## src/rtl/latch_capture_arbiter.sv

```systemverilog
// Two-requester round-robin arbiter that passes the winner's data through a
// capture latch. The latch is held transparent for EN_CYCLES cycles. The
// bit-reversed latched value is then presented on o_a. A one-cycle
// o_vld/o_gnt pulse marks each completed transfer.
//
// state | meaning
// ------+-----------------------------------------------------------------
// IDLE  | waiting; the only state that samples i_req and performs a grant
// OPEN  | capture latch transparent (o_en=1) for EN_CYCLES cycles
// CAPT  | latch closed; o_a loads the bit-reversed latch value on exit
// DONE  | o_vld/o_gnt pulse registered on exit, back to IDLE
//
// The o_vld/o_gnt pulse is registered at the DONE exit edge. It is therefore
// visible in the first IDLE cycle after DONE, EN_CYCLES+2 edges after the
// grant edge. That same IDLE cycle can already sample the next request, so
// back-to-back transfers complete every EN_CYCLES+3 cycles.
module latch_capture_arbiter #(
  parameter int unsigned EN_CYCLES = 2
) (
  input  logic       i_clk,
  input  logic       i_rst,
  input  logic [1:0] i_req,
  input  logic [3:0] i_a0,
  input  logic [3:0] i_a1,
  output logic       o_en,
  output logic [1:0] o_gnt,
  output logic [3:0] o_a,
  output logic       o_vld,
  output logic       o_busy
);

  typedef enum logic [1:0] {
    IDLE = 2'd0,
    OPEN = 2'd1,
    CAPT = 2'd2,
    DONE = 2'd3
  } state_t;

  localparam logic [3:0] EN_LOAD = 4'(EN_CYCLES);

  state_t     state;
  logic [3:0] cnt;
  logic [3:0] hold;
  logic [3:0] latch_q;
  logic       last;     // requester served most recently
  logic       sel;      // requester owning the current transfer
  logic       win;

  function automatic logic [3:0] bit_rev(input logic [3:0] v);
    return {v[0], v[1], v[2], v[3]};
  endfunction

  // Round-robin pick: a lone requester wins; on a tie the one not served last wins
  always_comb begin
    win = 1'b0;
    case (i_req)
      2'b01:   win = 1'b0;
      2'b10:   win = 1'b1;
      2'b11:   win = ~last;
      default: win = 1'b0;
    endcase
  end

  // Sequencer, enable timer, holding/latch registers and registered outputs
  always_ff @(posedge i_clk or posedge i_rst) begin
    if (i_rst) begin
      state   <= IDLE;
      cnt     <= 4'd0;
      hold    <= 4'd0;
      latch_q <= 4'd0;
      last    <= 1'b1;      // requester 0 takes the first tie
      sel     <= 1'b0;
      o_en    <= 1'b0;
      o_gnt   <= 2'b00;
      o_a     <= 4'd0;
      o_vld   <= 1'b0;
      o_busy  <= 1'b0;
    end else begin
      o_vld <= 1'b0;
      o_gnt <= 2'b00;
      case (state)
        IDLE: begin
          if (|i_req) begin
            sel    <= win;
            last   <= win;
            hold   <= win ? i_a1 : i_a0;
            cnt    <= EN_LOAD;
            o_en   <= 1'b1;
            o_busy <= 1'b1;
            state  <= OPEN;
          end
        end
        OPEN: begin
          // Transparent: the latch tracks the holding register only while o_en=1
          latch_q <= hold;
          if (cnt == 4'd1) begin
            cnt   <= 4'd0;
            o_en  <= 1'b0;
            state <= CAPT;
          end else begin
            cnt <= cnt - 4'd1;
          end
        end
        CAPT: begin
          o_a   <= bit_rev(latch_q);
          state <= DONE;
        end
        DONE: begin
          o_vld  <= 1'b1;
          o_gnt  <= sel ? 2'b10 : 2'b01;
          o_busy <= 1'b0;
          state  <= IDLE;
        end
        default: begin
          o_en   <= 1'b0;
          o_busy <= 1'b0;
          state  <= IDLE;
        end
      endcase
    end
  end

endmodule

```

## config.mk

```make
export PLATFORM = sky130hd
export DESIGN_NAME = latch_capture_arbiter
export DESIGN_NICKNAME = d
export VERILOG_FILES = /design/src/rtl/latch_capture_arbiter.sv
export SDC_FILE = /design/constraint.sdc
export NUM_CORES = 1
export LEC_CHECK = 0
export ABC_CLOCK_PERIOD_IN_PS = 1900
export BUFFER_PORTS_ARGS = -buffer_cell sky130_fd_sc_hd__clkbuf_2
export CORE_AREA = 3 3 59 61
export CTS_BUF_LIST = sky130_fd_sc_hd__clkbuf_16
export DETAILED_ROUTE_END_ITERATION = 6
export DIE_AREA = 0 0 62 64
export PLACE_DENSITY_LB_ADDON = 0.08
export SETUP_SLACK_MARGIN = 0.4
export SLEW_MARGIN = 20
export SYNTH_ARGS = -nofsm -noshare
export SYNTH_HDL_FRONTEND = slang
export SYNTH_SLANG_ARGS = --single-unit
```

## constraint.sdc

```tcl
create_clock -name i_clk -period 1.9 [get_ports i_clk]
set_input_delay 0.19 -clock i_clk [delete_from_list [all_inputs] [get_ports i_clk]]
set_output_delay 0.19 -clock i_clk [all_outputs]
set_load 0.005 [all_outputs]
```

==> summary.txt <==
CTS
  • Htree depth: 1
  • CTS tree: built
  • CTS Sinks: 25
  • Worst-skew pair later-pin latency: ~250 ps
  • CTS root buf: clkbuf_16
  • Clk buf depth: 2
  • CTS buffer count: 3
  • Worst-path clk slew: 60 ps

Floorplanning
  • Die H: roughly 64 µm
  • Initial Util: a little under two fifths
  • I/O Pins: 21
  • Width of the die: ~62 µm
  • FP Rows: 20
  • Die area: 0.003968 mm²
  • Core area: 0.003028 mm²

Worst setup path
  • Crit Path Category: flop to flop
  • Worst EP arrival: around 1700 ps
  • RR Endpoint: state[1]
  • Slowest CP cell: dfrtp_1
  • Worst Path Buf+Inv: 1
  • CP top delay family: flip-flops
  • FF-to-FF Start: cnt[1]
  • Max FO, Critical Path: 3
  • R2R setup slack: about 320 ps
  • Worst setup SP type: flop
  • CP Capture Type: flop
  • Cells on worst reg2reg path: 5
  • Critical-path cell list: inv_2, ha_4, or3b_4, a21oi_4, mux2_4
  • Req. time, crit path: about 2000 ps
  • Max incr delay on CP: just under 400 ps

Drt
  • Post-Route WL: ~2100 µm
  • DRC Markers: 0
  • Number of vias per cell: between 4 and 5
  • Number of DRC markers in iteration 0: 15
  • Wire per inst: about 12 µm
  • DRT Pass-1 Iters: 4
  • Via count: a little under 800
  • Post-DRT Antenna Nets: 0

Power and ir drop
  • NetSw: around 790 µW
  • P_int: around 1.7 mW
  • Flop pwr share: between 30% and 40%
  • Pwr Total: 2.455 mW
  • Power share of the clock group: ~18%
  • Gate power share: between 40% and 50%
  • Max IR drop VDD: between 0.7 and 0.8 mV
  • Sw frac: between 30% and 40%
  • Lkg Pwr: between 0.7 and 0.8 nW
  • PwrDens: approximately 1600 mW/mm²

Worst hold path
  • Worst Hold Depth: 2
  • HP Start: i_req[0]
  • Hold Path Sink: last
  • Hold Path Class: primary input to flop

Yosys
  • Leading area contributor after synthesis: dfrtp_1
  • Synth Register Bits: 25
  • Number of flops mapped to enable cells by yosys: 0
  • Top_reg_cell synth: dfrtp_1
  • Area share of the largest cell type after synthesis: between 50% and 60%
  • Yosys warning count: 0
  • Mapped Area: 0.001147 mm²
  • Synth Instances: between 90 and 100
  • Ranking of synthesized cells by area: dfrtp_1 (52%), mux2_2 (7.9%), ha_1 (6.5%)
  • Asr flop ratio synth: between 90% and 100%
  • Syn_nets: between 100 and 150
  • Syn avg cell area: 12.08 µm²
  • Sequential area share after synthesis: approximately 55%
  • Unique masters post-synth: 28

Finish
  • Non-Filler Instances: 173
  • # diodes: 0
  • Nets: 148
  • Area Overhead vs Synth: 31.19%
  • Proportion of layout cells with a drive suffix above 1: a little over two fifths

Status
  • Status: complete, no violations

Run
  • # Max-Cap Violations: 0

GRT
  • GRT overflow: 0
  • First-pass GRT wire length: around 3500 µm
  • Vias in the first global route: 764
  • Largest net degree at the start of global routing: 26
  • GR Util All Layers: approximately 12%
  • Initial antenna violation count: 0

Timing
  • RSZ-0062 raised after global routing: yes
  • Setup TNS: 0 ps
  • Period utilization: roughly 83%
  • Final hold vios: 0
  • Clock skew: approximately 2.3 ps
  • Peak Freq: 634.9 MHz
  • # setup viols final: 0
  • Slew HR: slightly below 80%
  • Worst Tran Pin Value: around 320 ps
  • Post-route minimum period: about 1600 ps
  • Slew Viols, Final: 0

Placement
  • DP Wirelength: around 1500 µm
  • IO Port Bufs: 20
  • Placed insts: between 150 and 200
  • Placer Congestion: about 0.8
[cell type report]
cell class / count / area (µm²)
repair buffers: 33 / 203.9
multi-input cells: 61 / 518.0
fillers: 266 / 1523
clock buffers: 3 / 75.07
clock inverters: 1 / 3.754
well taps: 44 / 55.05
flip-flops and latches: 25 / 626.9
inverters: 6 / 22.52
[metrics by stage]
step           util [%]  setup WS (ps)  hold slack, ps  instance area, µm²
2_1_floorplan         -          380.3           216.6                1150
3_3_place_gp      43.64          326.0           238.2                1321
3_5_place_dp      43.64          282.2           244.8                1321
4_1_cts           48.47          342.4           173.2                1468
5_1_grt           49.71          287.8           190.1                1505
6_report          49.71          324.9           176.9                1505
[sequential cells by signal, indices dropped and copies added, names as in the netlist]
register and flops:
cnt 4, hold 4, latch_q 4, o_a 4
o_gnt 2, state 2, last 1, o_busy 1
o_en 1, o_vld 1, sel 1
[worst max-delay path by stage]
stage	startpoint	endpoint	slack [ps]	cells past startpoint
2_1_floorplan	cnt[1]	state[1]	380	5
3_3_place_gp	state[0]	state[1]	330	5
3_5_place_dp	state[0]	state[1]	280	5
4_1_cts	cnt[1]	state[1]	340	5
5_1_grt	cnt[1]	state[1]	290	5
6_report	cnt[1]	state[1]	320	5
[cell usage in the layout, fill, tap and decap left out, types with 2 or more instances in the layout]
master	synthesis	routed
buf_4	0	11
clkbuf_16	0	3
clkbuf_2	0	20
dfrtp_1	24	24
ha_1	6	3
ha_4	0	2
inv_1	6	4
inv_2	0	3
mux2_2	8	8
mux2i_1	4	4
nand2_1	8	8
nor2_1	3	3
nor2b_1	3	3
o21ai_0	11	11
o31ai_1	2	2
[synth_stat cells (2+ instances only)]
| library cell | n |
|---|---|
| ha_1 | 6 |
| mux2i_1 | 4 |
| buf_2 | 2 |
| o31ai_1 | 2 |
| nand2_1 | 8 |
| a2bb2oi_1 | 2 |
| nor2b_1 | 3 |
| inv_1 | 6 |
| mux2_2 | 8 |
| nor2_1 | 3 |
| dfrtp_1 | 24 |
| o21ai_0 | 11 |
[cell families (layout without fill, tap and decap cells)]
logic type	after synthesis	count (layout)	share of synthesized area (%)
mux	13	13	12.65
buf+inv	9	43	3.162
simple gates	20	20	10.25
fa+ha+maj	6	6	6.543
compound gates	22	22	12.76
flops	25	25	54.64
[timing repair]
item | CTS | global route
hold buffers | 1 | 0
cloned | 0 | 0
gates resized for setup | 2 | 6
pin swaps | 1 | 1
endpoints found under the setup margin | 8 | 10
buffers inserted | 6 | 2
endpoints found under the hold margin | 24 | 0
[layer usage]
metal | routed length, µm | vias up | part of all wire [%] | global-route usage [%]
li1 | - | 400 | - | -
met1 | 999 | 379 | 47 | 15.14
met2 | 1048 | 14 | 49 | 18.91
met3 | 68 | 2 | 3.2 | 4.646
met4 | 19 | 0 | 0.89 | 3.448
met5 | 0 | - | 0 | 0
[power by group through the flow]
stage / Clock, mW / Combinational (mW) / Sequential (mW)
global placement: 0 / 0.917 / 0.932
global route: 0.485 / 1.21 / 0.972
detailed placement: 0 / 0.927 / 0.941
finish: 0.449 / 1.07 / 0.933
CTS: 0.464 / 1.03 / 0.923
floorplan: 0 / 0.654 / 0.921
(Power assumes the default switching activity.)
